File: config.mk
export PLATFORM = sky130hd
export DESIGN_NAME = mem_arbiter
export DESIGN_NICKNAME = d
export VERILOG_FILES = /design/src/rtl/mem_arbiter.sv
export SDC_FILE = /design/constraint.sdc
export NUM_CORES = 1
export LEC_CHECK = 0
export CORE_AREA = 2 2 170 172
export CTS_CLUSTER_DIAMETER = 40
export DETAILED_ROUTE_END_ITERATION = 10
export DIE_AREA = 0 0 172 174
export SYNTH_ARGS = -nofsm -noshare
export SYNTH_HDL_FRONTEND = slang
export SYNTH_SLANG_ARGS = --single-unit
File: constraint.sdc
create_clock -name CLK -period 2.84 [get_ports CLK]
set_input_delay 0.284 -clock CLK [delete_from_list [all_inputs] [get_ports CLK]]
set_output_delay 0.284 -clock CLK [all_outputs]
set_load 0.02 [all_outputs]
File: src/rtl/mem_arbiter.sv
// Registered round-robin arbiter between per-core I/D cache ports and one RAM port.
// Holds the granted request on the RAM bus until ACCESS, ERROR, timeout or requester drop.
package mem_arbiter_pkg;
    typedef enum logic [1:0] {
        FREE   = 2'd0,
        BUSY   = 2'd1,
        ACCESS = 2'd2,
        ERROR  = 2'd3
    } ramstate_t;

    typedef enum logic [1:0] {
        D_WR = 2'd0,
        D_RD = 2'd1,
        I_RD = 2'd2
    } src_t;
endpackage

module mem_arbiter
    import mem_arbiter_pkg::*;
#(
    parameter int CPUS    = 2,
    parameter int TIMEOUT = 1024
) (
    input  logic                  CLK,
    input  logic                  nRST,
    input  logic [CPUS-1:0]       iREN,
    input  logic [CPUS-1:0]       dREN,
    input  logic [CPUS-1:0]       dWEN,
    input  logic [CPUS-1:0][31:0] iaddr,
    input  logic [CPUS-1:0][31:0] daddr,
    input  logic [CPUS-1:0][31:0] dstore,
    output logic [CPUS-1:0]       iwait,
    output logic [CPUS-1:0]       dwait,
    output logic [CPUS-1:0][31:0] iload,
    output logic [CPUS-1:0][31:0] dload,
    output logic                  ramREN,
    output logic                  ramWEN,
    output logic [31:0]           ramaddr,
    output logic [31:0]           ramstore,
    input  logic [31:0]           ramload,
    input  ramstate_t             ramstate,
    output logic                  timeout_err
);
    localparam int CW = (CPUS > 1) ? $clog2(CPUS) : 1;
    localparam int TW = $clog2(TIMEOUT + 1);

    typedef enum logic {
        IDLE = 1'b0,
        REQ  = 1'b1
    } state_t;

    state_t          r_state;
    logic [CW-1:0]   r_gcore;
    src_t            r_gsrc;
    logic [CW-1:0]   r_last;
    logic [TW-1:0]   r_cnt;
    logic            r_timeout_err;

    state_t          w_nxt_state;
    logic [CW-1:0]   w_nxt_gcore;
    src_t            w_nxt_gsrc;
    logic [CW-1:0]   w_nxt_last;
    logic [TW-1:0]   w_nxt_cnt;
    logic            w_nxt_timeout_err;

    logic [CPUS-1:0] w_core_req;
    logic [CW-1:0]   w_idx;
    logic [CW-1:0]   w_pick_core;
    logic            w_pick_valid;
    src_t            w_pick_src;
    logic            w_src_active;

    assign w_core_req  = iREN | dREN | dWEN;
    assign iload       = {CPUS{ramload}};
    assign dload       = {CPUS{ramload}};
    assign timeout_err = r_timeout_err;

    // Rotating search: the core just after the last completed grant gets first look.
    // NOTE: every variable written in always_comb gets a default at the top; a path that
    // leaves one unassigned would otherwise infer a latch.
    always_comb begin
        w_idx        = '0;
        w_pick_core  = '0;
        w_pick_valid = 1'b0;
        for (int i = 1; i <= CPUS; i++) begin
            w_idx = CW'((int'(r_last) + i) % CPUS);
            if (!w_pick_valid && w_core_req[w_idx]) begin
                w_pick_valid = 1'b1;
                w_pick_core  = w_idx;
            end
        end
    end

    always_comb begin
        if (dWEN[w_pick_core])      w_pick_src = D_WR;
        else if (dREN[w_pick_core]) w_pick_src = D_RD;
        else                        w_pick_src = I_RD;
    end

    always_comb begin
        case (r_gsrc)
            D_WR:    w_src_active = dWEN[r_gcore];
            D_RD:    w_src_active = dREN[r_gcore];
            default: w_src_active = iREN[r_gcore];
        endcase
    end

    always_comb begin
        w_nxt_state       = r_state;
        w_nxt_gcore       = r_gcore;
        w_nxt_gsrc        = r_gsrc;
        w_nxt_last        = r_last;
        w_nxt_cnt         = r_cnt;
        w_nxt_timeout_err = r_timeout_err;
        ramREN            = 1'b0;
        ramWEN            = 1'b0;
        ramaddr           = '0;
        ramstore          = '0;
        iwait             = '1;
        dwait             = '1;

        case (r_state)
            IDLE: begin
                if (w_pick_valid) begin
                    w_nxt_gcore = w_pick_core;
                    w_nxt_gsrc  = w_pick_src;
                    w_nxt_cnt   = '0;
                    w_nxt_state = REQ;
                end
            end
            REQ: begin
                case (r_gsrc)
                    D_WR: begin
                        ramWEN   = 1'b1;
                        ramaddr  = daddr[r_gcore];
                        ramstore = dstore[r_gcore];
                    end
                    D_RD: begin
                        ramREN  = 1'b1;
                        ramaddr = daddr[r_gcore];
                    end
                    default: begin
                        ramREN  = 1'b1;
                        ramaddr = iaddr[r_gcore];
                    end
                endcase

                // A dropped request is abandoned silently and does not advance the rotation.
                if (!w_src_active) begin
                    w_nxt_state = IDLE;
                end else if (ramstate == ERROR) begin
                    w_nxt_state       = IDLE;
                    w_nxt_timeout_err = 1'b1;
                    w_nxt_last        = r_gcore;
                end else if (ramstate == ACCESS) begin
                    if (nRST) begin
                        if (r_gsrc == I_RD) iwait[r_gcore] = 1'b0;
                        else                dwait[r_gcore] = 1'b0;
                    end
                    w_nxt_last  = r_gcore;
                    w_nxt_state = IDLE;
                end else if (r_cnt == TW'(TIMEOUT - 1)) begin
                    w_nxt_state       = IDLE;
                    w_nxt_timeout_err = 1'b1;
                    w_nxt_last        = r_gcore;
                end else begin
                    w_nxt_cnt = r_cnt + TW'(1);
                end
            end
            default: w_nxt_state = IDLE;
        endcase
    end

    // NOTE: sequential state uses non-blocking assignments so every register samples
    // the pre-edge values regardless of statement order.
    always_ff @(posedge CLK) begin
        if (!nRST) begin
            r_state       <= IDLE;
            r_gcore       <= '0;
            r_gsrc        <= D_WR;
            r_last        <= CW'(CPUS - 1);
            r_cnt         <= '0;
            r_timeout_err <= 1'b0;
        end else begin
            r_state       <= w_nxt_state;
            r_gcore       <= w_nxt_gcore;
            r_gsrc        <= w_nxt_gsrc;
            r_last        <= w_nxt_last;
            r_cnt         <= w_nxt_cnt;
            r_timeout_err <= w_nxt_timeout_err;
        end
    end
endmodule

==> reports/results.ini <==
[cts]
cts_setup_buffers = 0
clkTransAtPathRegs_ps = 60
ctsLongestPathBuffers = 2
clk_latency_ps = 250
htreeDepth = 1
cts_buffers = 3
cts_sinks = 17
cts-hold-fix-buffers = 0
cts_resized = 0
cts_tree = yes
cts_root_buf = clkbuf_16

[finish]
syn_to_final_growth_pct = 68.1
stdcell_count = 911
drive_above_1_share_pct = 10.2
diodes = 0
design_area_mm2 = 0.00568
fillerInstances = 3135
nets = 763
fin_util_pct = 20.1

[synthesis]
synth_edf_count = 0
avgSynthCellArea_um2 = 8.57
synthFlopType = dfxtp_1
synth_warnings = 0
ys_ff_latch = 17
synth_area_mm2 = 0.00338
synth_nets = 629
synth.distinct_cells = 40
syn_inst = 394
async_flop_share_pct = 0
synth_seq_area_share_pct = 10.1

[critical_path]
cp-start-kind = flop
crit_arrival_ps = 2270
cp_max_fo = 36
cp-end-kind = output pin
crit_required_ps = 2560
crit_type = reg2out

[grt]
grt_pass1_vias = 3493
grt.total_usage_pct = 8.77
gr-total-overflow = 0
grt_max_degree = 40
antenna_found_initial = 0
grt_first_pass_wirelength_um = 19900

[floorplanning]
die_x_um = 172
rows = 62
core_mm2 = 0.0282
initial_core_util_pct = 12.0
ios = 433
die_height_um = 174
design.die.area_mm2 = 0.0299

[placement]
placed_area_mm2 = 0.00560
routabilityCongestion = 0.727
portBuffers = 272
hpwl_um = 12100
dpl.cell_count = 907
pre_cts_ws_ps = 510

[timing]
post-route-min-period_ps = 2560
maxSlewHeadroom_pct = 65.9
rsz0062_at_grt = false
tightest_slew_ps = 497
maxSlewViolCount = 0
post-route-period-util_pct = 90.0
skew_ps = 3.87
setup_viol = 0
fmax_ghz = 0.391
finalHoldViolations = 0
setup_slack_ps = 283
tns_ps = 0
timing.hold.ws_ps = 449

[power]
power.leakage_nw = 1.83
ir_drop_v = 0.000183
power_mw = 1.42
powerDensity_mw_per_mm2 = 250

[drt]
routed_wirelength_um = 14200
postRouteAntennaNets = 0
drt-initial-drc-count = 103
num_vias = 3285
firstDrtPassIters = 4
drc = 0
vias_per_cell = 3.61
post_drt_wl_per_cell_um = 15.6

[worst_hold_path]
hold_path_class = reg2reg

[run]
max_cap_violations = 0

[outcome]
outcome = finished, final reports clean

## layer usage
| metal | track usage (%) | wire (um) | vias up |
|---|---|---|---|
| met3 | 3.78 | 1980 | 15 |
| met2 | 16.3 | 6950 | 286 |
| li1 | - | - | 1515 |
| met1 | 9.32 | 5220 | 1469 |
| met5 | 0 | 0 | - |
| met4 | 1.09 | 103 | 0 |
## layout make-up
class / instances / area [um^2] / share of cell area (%)
Clock buffer: 3 / 75.1 / 1.32
Clock inverter: 1 / 5.00 / 0.0881
Inverter: 4 / 15.0 / 0.264
Multi-Input combinational cell: 222 / 1950 / 34.3
Sequential cell: 17 / 345 / 6.08
Tap cell: 384 / 480 / 8.46
Timing Repair Buffer: 280 / 2810 / 49.5
## report_power, final
group	switching, mW	internal, mW	leakage (nW)
clock	0.0999	0.189	0.0409
combinational	0.341	0.531	1.65
sequential	0.0123	0.246	0.139
## cell usage in the layout, fill, tap and decap left out, types with 4 or more instances in the layout
cell	count
mux2i_1	35
and2_1	34
a21oi_1	11
nor3_1	5
nor2_1	39
o21ai_0	9
buf_4	9
dfxtp_1	15
clkdlybuf4s50_1	268
nand3_1	5
inv_1	4
mux4_2	32
or3_1	4
nand2_1	13
## path summary, 6_finish.rpt
| kind | from | endpoint | slack [ps] | cells past startpoint |
|---|---|---|---|---|
| max | r_gcore | ramaddr[28] | 280 | 4 |
| min | r_cnt[10] | r_cnt[10] | 450 | 1 |
| max reg2reg | r_state | r_cnt[4] | 840 | 7 |
| min reg2reg | r_cnt[10] | r_cnt[10] | 450 | 1 |
## cell families after synthesis
| family | synth area share [%] |
|---|---|
| flops | 10.1 |
| fa+ha+maj | 0.370 |
| xor+xnor | 0.259 |
| mux | 31.7 |
| compound gates | 7.34 |
| buf+inv | 32.3 |
| simple gates | 18.0 |
## cells in the mapped netlist (all sizes together) (4+ instances only)
| cell | n | area share [%] |
|---|---|---|
| buf | 141 | 31 |
| nand3 | 5 | 0.74 |
| nor2 | 40 | 4.9 |
| mux2i | 35 | 10 |
| a21oi | 11 | 1.6 |
| dfxtp | 17 | 10 |
| clkbuf | 10 | 1.1 |
| and2 | 34 | 6.3 |
| inv | 4 | 0.44 |
| o21ai | 10 | 1.6 |
| or3 | 4 | 0.74 |
| mux4 | 32 | 21 |
| nor3 | 5 | 0.74 |
| nand2 | 13 | 1.4 |
## flip-flops by register name, summed over array words and instances, names as in the netlist
signal and flops:
r_cnt 11, r_gcore 1, r_gsrc 2, r_last 1
r_state 1, timeout_err 1
## critical path: stages (launching register included)
cell             delay, ps
dfxtp_4                460
buf_12                 260
mux4_2                 560
and2_1                 180
clkdlybuf4s50_1        530
Note: power is estimated with default switching activity, not from simulation.
